--- src/rtl/prime_fifo_if.sv ---
// prime_fifo_if: write port (valid/ready), standard-FIFO read port and
// status for the prime buffering stage.
//
// Write handshake: a word transfers on every rising aclk edge where
// s_valid && s_ready. The producer holds s_data stable while s_valid is
// high. s_ready never depends on s_valid. Read port: rd_en is a request.
// When it is honoured (empty low), dout updates on the following edge.
interface prime_fifo_if #(
  parameter int WIDTH      = 512,
  parameter int DEPTH_LOG2 = 3
);
  logic                  s_valid;
  logic [WIDTH-1:0]      s_data;
  logic                  s_ready;
  logic                  rd_en;
  logic [WIDTH-1:0]      dout;
  logic                  empty;
  logic                  full;
  logic [DEPTH_LOG2:0]   count;
  logic                  underflow;
  logic [15:0]           drop_cnt;

  modport master (
    output s_valid, s_data, rd_en,
    input  s_ready, dout, empty, full, count, underflow, drop_cnt
  );

  modport slave (
    input  s_valid, s_data, rd_en,
    output s_ready, dout, empty, full, count, underflow, drop_cnt
  );
endinterface

--- src/rtl/prime_fifo.sv ---
// prime_fifo: circular-buffer FIFO between the prime generator and the
// p/q/r/s loader. Registered read data (one-cycle latency), sticky
// underflow flag, separate occupancy counter.
// Optional macro PRIME_FIFO_DUP_FILTER_EN: discard a written word equal to
// the last stored word and count the discards in drop_cnt.
// WIDTH / DEPTH_LOG2 must match the parameters of the connected interface.
module prime_fifo #(
  parameter int WIDTH      = 512,
  parameter int DEPTH_LOG2 = 3
) (
  input  logic         aclk,
  input  logic         aresetn,
  prime_fifo_if.slave  bus
);
  localparam int DEPTH = 1 << DEPTH_LOG2;
  localparam logic [DEPTH_LOG2:0]   CNT_FULL = (DEPTH_LOG2+1)'(DEPTH);
  localparam logic [DEPTH_LOG2:0]   CNT_ONE  = (DEPTH_LOG2+1)'(1);
  localparam logic [DEPTH_LOG2-1:0] PTR_ONE  = DEPTH_LOG2'(1);

  logic [WIDTH-1:0]      mem [DEPTH];
  logic [DEPTH_LOG2-1:0] wr_ptr;
  logic [DEPTH_LOG2-1:0] rd_ptr;
  logic [DEPTH_LOG2:0]   count_q;
  logic [WIDTH-1:0]      dout_q;
  logic                  underflow_q;
  logic                  full_w;
  logic                  empty_w;
  logic                  wr_fire;
  logic                  store;
  logic                  rd_fire;

  // Flags decode from the registered count, so s_ready has no path from s_valid.
  assign full_w  = (count_q == CNT_FULL);
  assign empty_w = (count_q == '0);
  assign wr_fire = bus.s_valid && bus.s_ready;
  assign rd_fire = bus.rd_en && !empty_w;

  assign bus.s_ready   = aresetn && !full_w;
  assign bus.full      = full_w;
  assign bus.empty     = empty_w;
  assign bus.count     = count_q;
  assign bus.dout      = dout_q;
  assign bus.underflow = underflow_q;

`ifdef PRIME_FIFO_DUP_FILTER_EN
  logic [WIDTH-1:0] last_word;
  logic             last_valid;
  logic [15:0]      drop_q;
  logic             dup;

  assign dup          = last_valid && (bus.s_data == last_word);
  assign store        = wr_fire && !dup;
  assign bus.drop_cnt = drop_q;

  // Track the last stored word; a matching handshake is consumed but dropped.
  always_ff @(posedge aclk) begin
    if (!aresetn) begin
      last_word  <= '0;
      last_valid <= 1'b0;
      drop_q     <= '0;
    end else if (wr_fire) begin
      if (dup) begin
        if (drop_q != 16'hFFFF) drop_q <= drop_q + 16'd1;
      end else begin
        last_word  <= bus.s_data;
        last_valid <= 1'b1;
      end
    end
  end
`else
  assign store        = wr_fire;
  assign bus.drop_cnt = 16'h0;
`endif

  // Storage array; contents are don't-care after reset, so no reset here.
  always_ff @(posedge aclk) begin
    if (store) mem[wr_ptr] <= bus.s_data;
  end

  // Pointers, occupancy, registered read data and the sticky underflow flag.
  always_ff @(posedge aclk) begin
    if (!aresetn) begin
      wr_ptr      <= '0;
      rd_ptr      <= '0;
      count_q     <= '0;
      dout_q      <= '0;
      underflow_q <= 1'b0;
    end else begin
      if (store) wr_ptr <= wr_ptr + PTR_ONE;
      if (rd_fire) begin
        dout_q <= mem[rd_ptr];
        rd_ptr <= rd_ptr + PTR_ONE;
      end
      if (bus.rd_en && empty_w) underflow_q <= 1'b1;
      case ({store, rd_fire})
        2'b10:   count_q <= count_q + CNT_ONE;
        2'b01:   count_q <= count_q - CNT_ONE;
        default: count_q <= count_q;
      endcase
    end
  end
endmodule

--- src/flat_wrapper.sv ---
// flat-port wrapper written by rule: the top's interface ports become plain ports
module prime_fifo_flat 
#(
  parameter int WIDTH      = 512,
  parameter int DEPTH_LOG2 = 3
)
  (aclk, aresetn, bus_s_valid, bus_s_data, bus_rd_en, bus_s_ready, bus_dout, bus_empty, bus_full, bus_count, bus_underflow, bus_drop_cnt);
  prime_fifo_if #(.WIDTH(WIDTH), .DEPTH_LOG2(DEPTH_LOG2)) bus_i ();
  input  logic aclk;
  input  logic aresetn;
  input wire logic [$bits(bus_i.s_valid)-1:0] bus_s_valid;
  input wire logic [$bits(bus_i.s_data)-1:0] bus_s_data;
  input wire logic [$bits(bus_i.rd_en)-1:0] bus_rd_en;
  output wire logic [$bits(bus_i.s_ready)-1:0] bus_s_ready;
  output wire logic [$bits(bus_i.dout)-1:0] bus_dout;
  output wire logic [$bits(bus_i.empty)-1:0] bus_empty;
  output wire logic [$bits(bus_i.full)-1:0] bus_full;
  output wire logic [$bits(bus_i.count)-1:0] bus_count;
  output wire logic [$bits(bus_i.underflow)-1:0] bus_underflow;
  output wire logic [$bits(bus_i.drop_cnt)-1:0] bus_drop_cnt;
  assign bus_i.s_valid = bus_s_valid;
  assign bus_i.s_data = bus_s_data;
  assign bus_i.rd_en = bus_rd_en;
  assign bus_s_ready = bus_i.s_ready;
  assign bus_dout = bus_i.dout;
  assign bus_empty = bus_i.empty;
  assign bus_full = bus_i.full;
  assign bus_count = bus_i.count;
  assign bus_underflow = bus_i.underflow;
  assign bus_drop_cnt = bus_i.drop_cnt;
  prime_fifo #(.WIDTH(WIDTH), .DEPTH_LOG2(DEPTH_LOG2)) u_core (.aclk(aclk), .aresetn(aresetn), .bus(bus_i));
endmodule
--- config.mk ---
export PLATFORM = sky130hd
export DESIGN_NAME = prime_fifo_flat
export DESIGN_NICKNAME = d
export VERILOG_FILES = /design/src/rtl/prime_fifo_if.sv /design/src/rtl/prime_fifo.sv /design/src/flat_wrapper.sv
export SDC_FILE = /design/constraint.sdc
export NUM_CORES = 2
export LEC_CHECK = 0
export ABC_CLOCK_PERIOD_IN_PS = 150500
export CAP_MARGIN = 20
export CELL_PAD_IN_SITES_DETAIL_PLACEMENT = 1
export CELL_PAD_IN_SITES_GLOBAL_PLACEMENT = 2
export CORE_AREA = 2 2 749 453
export DETAILED_ROUTE_END_ITERATION = 8
export DIE_AREA = 0 0 751 455
export PLACE_DENSITY_LB_ADDON = 0.05
export SYNTH_ARGS = -nofsm -noshare
export SYNTH_HDL_FRONTEND = slang
export SYNTH_SLANG_ARGS = --single-unit
--- constraint.sdc ---
create_clock -name aclk -period 150.5 [get_ports aclk]
set_input_delay 22.575 -clock aclk [delete_from_list [all_inputs] [get_ports aclk]]
set_output_delay 22.575 -clock aclk [all_outputs]
set_load 0.02 [all_outputs]
# After elaboration in Yosys (flattened, before gate mapping)
# Memory sizes are Yosys's and may differ from the RTL's. A register that Yosys moved wholly into a read port is not among the register bits.
# Cells that the tools add are included.
[classes] div=0 shift=0 addsub=4 n_mul=0 bitwise=0 reduce_logical=9 muxes=3 n_eq_ne=3 n_lt_le_gt_ge=0
[op_table] operator="one-hot mux 4 bit (2 select lines)" n=1
[op_table] operator="adder 3 x 1 -> 3 bit (second input constant)" n=2
[op_table] operator="adder 4 x 1 -> 4 bit (second input constant)" n=1
[op_table] operator="== test 4 bit (second input constant)" n=1
[op_table] operator="logical AND 1 bit" n=4
[op_table] operator="zero test 4 bit" n=1
[op_table] operator="subtractor 4 x 1 -> 4 bit (second input constant)" n=1
[op_table] operator="zero test 1 bit" n=3
[op_table] operator="== test 2 x 1 -> 1 bit (second input constant)" n=1
[op_table] operator="== test 2 bit (second input constant)" n=1
[op_table] operator="2-to-1 mux 1 bit" n=2
[op_table] operator="nonzero test 2 bit" n=1
[totals] word_cells=24 in_bits=516 rom_bits=0 latchBits=0 ram_bits=4096 ff_bits=11 n_memories=1 out_inout_bits=536
[mem_list] name="u_core.mem" words=8 width=512 read_ports=1 rd_ports_with_merged_regs=1 wr=1 line_no="prime_fifo.sv:20" source="logic [WIDTH-1:0] mem [DEPTH];"

# Longest topological paths before layout
[logic_depth] depth_word=6 ltp_mapped=11 mapped_depth_nobuf=9

# Worst setup path before layout
# OpenSTA, ideal clock, no wires.
[synth_timing] kind="input port to flip-flop" start="input aresetn" end="memory u_core.mem[0][0] (enable)" slack_ps=76510 path_stages=4 setup_time_ps=2643 arrival_ps=71347 path_buffers=2 t_required_ps=147857 cell_sequence="clkbuf_1 clkbuf_1 nand3_2 nor4_1"
[synth_via] elab_chain_cells=4
[synth_rtl] item="from (decl)" line_no="flat_wrapper.sv:10" source="input logic aresetn;"
[synth_rtl] item="logical AND 1 bit" line_no="prime_fifo.sv:38" source="assign bus.s_ready = aresetn && !full_w;"
[synth_rtl] item="logical AND 1 bit" line_no="prime_fifo.sv:35" source="assign wr_fire = bus.s_valid && bus.s_ready;"
[synth_rtl] item="2-to-1 mux 1 bit" line_no="prime_fifo.sv:77" source="if (store) mem[wr_ptr] <= bus.s_data;"
[synth_rtl] item="2-to-1 mux 1 bit (not written as such)" line_no="prime_fifo.sv:77"
[synth_rtl] item="to (decl)" line_no="prime_fifo.sv:20"
# Every way passes these cells.

# Final worst setup path
[layout_timing] start="input aresetn" end="output bus_s_ready"
[layout_via] elab_chain_cells=1
[layout_rtl] item="logical AND 1 bit" line_no="prime_fifo.sv:38"
[layout_rtl] item="to (decl)" line_no="flat_wrapper.sv:14" source="output wire logic [$bits(bus_i.s_ready)-1:0] bus_s_ready;"
# Every way passes these cells.

==> summary.md <==
| Metric | Value |
|---|---|
| Hold WS | 0.487 ns |
| 1st-pass router iterations | 5 |
| CTS sink count | 4619 |
| Max-slew violations | 0 |
| Slew HR | 0.239 |
| Post-synth top cells | edfxtp_1, mux4_2, dfxtp_1 |
| First-pass GRT wire length | 625000 µm |
| PostCTS Resize Cnt | 0 |
| Final hold vios | 0 |
| Setup WS post-layout | 104.08 ns |
| Yosys cell types | 35 |
| Critical path's slowest cell | clkdlybuf4s50_1 |
| Postcts setup bufs | 0 |
| Root Buffer Master | clkbuf_16 |
| Final HPWL DP | 238000 µm |
| Uppermost layer routed | met5 |
| Crit path buf inv count | 2 |
| Post-route ant nets | 0 |
| CP Data Required Time | 127.93 ns |
| Seq/Total Area, Yosys | 0.800 |
| Clock transition at path regs | 0.06 ns |
| Crit path from | aresetn |
| Cell row count | 165 |
| Initial Util | 0.498 |
| Wire length on met2 | 219000 µm |
| Clk Latency, worst-skew pair | 0.93 ns |
| Final period utilization | 0.308 |
| Setup TNS | 0 ns |
| Synth warn | 0 |
| TritonCTS clock tree | done |
| Count leader, synth | edfxtp_1 |
| WL met3 | 24000 µm |
| Hold Crit Class | reg2reg |
| Initial drt markers | 7036 |
| Crit Path Category | in2out |
| Full die area | 342000 µm² |
| Drt drc | 0 |
| Slowest Stage Delay on Critical Path | 0.61 ns |
| Post-layout min period | 46.42 ns |
| GPL Wtd Cong | 0.735 |
| Share of layout cells above drive strength 1 | 0.197 |
| Inserted Clock Buffers | 420 |
| Crit path DAT | 23.84 ns |
| Final setup viols | 0 |
| Synthesized netlist cell count | 7717 |
| Grt total ovfl | 0 |
| H-tree levels | 5 |
| Die Width | 751 µm |
| Synthesized cell area | 167000 µm² |
| Final Total Pwr | 0.00327 W |
| # fillers | 28111 |
| Critical register-to-register path startpoint | u_core.bus.count[1]$_SDFFE_PN0P_ |
| Hold_sp | u_core.bus.underflow$_SDFFE_PN0P_ |
| Tightest Pin Transition | 1.14 ns |
| Area leader, netlist | edfxtp_1 |
| CP top delay family | buffers and inverters |
| EDFF count, synth | 4096 |
| Max cap viols | 0 |
| Max IR drop VDD | 0.0000158 V |
| Critical Path Fanout Max | 60 |
| WL final | 435000 µm |
| Status | complete, no violations |
| Metal-1 WL | 174000 µm |
| Top_reg_cell synth | edfxtp_1 |
| Maximum clock insertion buffer count | 4 |
| Initial antenna violation count | 169 |
| Seq cells post-synth | 4619 |
| Crit-path cells | buf_8 -> and2_1 -> clkdlybuf4s50_1 |
| Pleak | 61.2 nW |
| Die Span Y | 455 µm |
| Dpl ws | 104.05 ns |
| Post-CTS Hold Buffers | 0 |
| RSZ-0062 raised after global routing | no |
| Largest net degree at the start of global routing | 148 |
| # nets final | 9375 |
| Clk_skew | 0.0456 ns |
| CP endpoint kind | output pin |
| Synth top area share | 0.737 |
| DP Area | 182000 µm² |
| Number of port buffers | 1035 |
| Core Region | 335000 µm² |
| Post-route cell area | 196000 µm² |
| Vias | 81097 |
| Achievable clock frequency | 0.0215 GHz |
| Area growth syn-to-layout | 17.6% |
| Syn Area/Cell | 21.6 µm² |
| Vias per cell | 5.88 |
| Async set-reset flop share out of synthesis | 0 |
| Seq. cell area | 133000 µm² |
| Footprint of the multi-input gates | 31300 µm² |
| Vias in the first global route | 86449 |
| Total global-route track usage | 0.252 |
| Startpoint types | input port |
| Power per cell area | 16.7 nW/µm² |
| Synth top area cells | edfxtp_1, mux4_2, dfxtp_1 |
| Drt wl/cell | 31.6 µm |
| # IOs | 1052 |
## sequential cells by signal, indices dropped and copies added (netlist names)
signal	flops
u_core.wr_ptr	3
u_core.bus.underflow	1
u_core.bus.count	4
u_core.bus.dout	512
u_core.rd_ptr	3
u_core.mem	4096
## cell families after synthesis
group,count (synthesis),share of synthesized area
compound gates,1033,0.0349
xor+xnor,7,0.000367
fa+ha+maj,5,0.000375
buf+inv,477,0.0138
flops,4619,0.800
mux,1026,0.138
other cells,1,0.0000225
simple gates,549,0.0127
## metrics by stage
stage / std cells / util
final: 13783 / 0.586
after global placement: 12939 / 0.544
after global routing: 13769 / 0.586
after floorplan: 7732 / -
after CTS: 13715 / 0.585
after detailed placement: 12939 / 0.544
## cells in the final DEF (no fill, tap or decap), types with 4 or more instances in the layout
cell	instances
clkinv_2	93
nor3_2	4
nor2_1	519
edfxtp_1	4096
buf_12	27
buf_4	110
bufinv_16	50
inv_6	4
dfxtp_1	521
clkbuf_8	38
mux4_2	1024
clkinv_1	46
clkdlybuf4s50_1	1034
clkbuf_16	427
o22ai_1	512
clkinvlp_4	20
clkbuf_1	93
xor2_1	4
diode_2	66
clkinv_8	4
conb_1	16
ha_1	5
o21ai_0	516
## where the power goes
group	switching, W	internal, W	total (W)
sequential	0.0000465	0.00149	0.00153
clock	0.000469	0.000626	0.00109
combinational	0.000383	0.000264	0.000647
total	0.000898	0.00238	0.00327
## worst reg2reg max path, delay by kind of cell (launching register included)
kind	cells	cell delay, ns
flip-flops	1	0.51
AND/OR/NAND/NOR	4	0.91
buffers and inverters	5	3.95
## layout make-up
| cell class | instances | area share |
|---|---|---|
| inverter | 3 | 0.0000574 |
| timing repair buffer | 1174 | 0.0600 |
| clock buffer | 558 | 0.0589 |
| clock inverter | 218 | 0.0122 |
| multi-input combinational | 2636 | 0.159 |
| antenna | 66 | 0.000841 |
| tap | 4509 | 0.0287 |
| sequential | 4619 | 0.680 |
## worst paths after layout
| check | to | slack (ns) | cells after the start |
|---|---|---|---|
| setup reg to reg | u_core.mem[6][6]$_DFFE_PP_ | 144.72 | 9 |
| hold reg to reg | u_core.bus.underflow$_SDFFE_PN0P_ | 0.49 | 2 |
| hold / removal | u_core.bus.underflow$_SDFFE_PN0P_ | 0.49 | 2 |
| setup / recovery | bus_s_ready | 104.08 | 3 |
## routing by layer
| metal | GRT usage | vias up |
|---|---|---|
| met4 | 0.0949 | 66 |
| li1 | - | 34382 |
| met3 | 0.0472 | 808 |
| met2 | 0.426 | 2243 |
| met1 | 0.329 | 43598 |
| met5 | 0 | - |
Note: power is estimated with default switching activity, not from simulation.
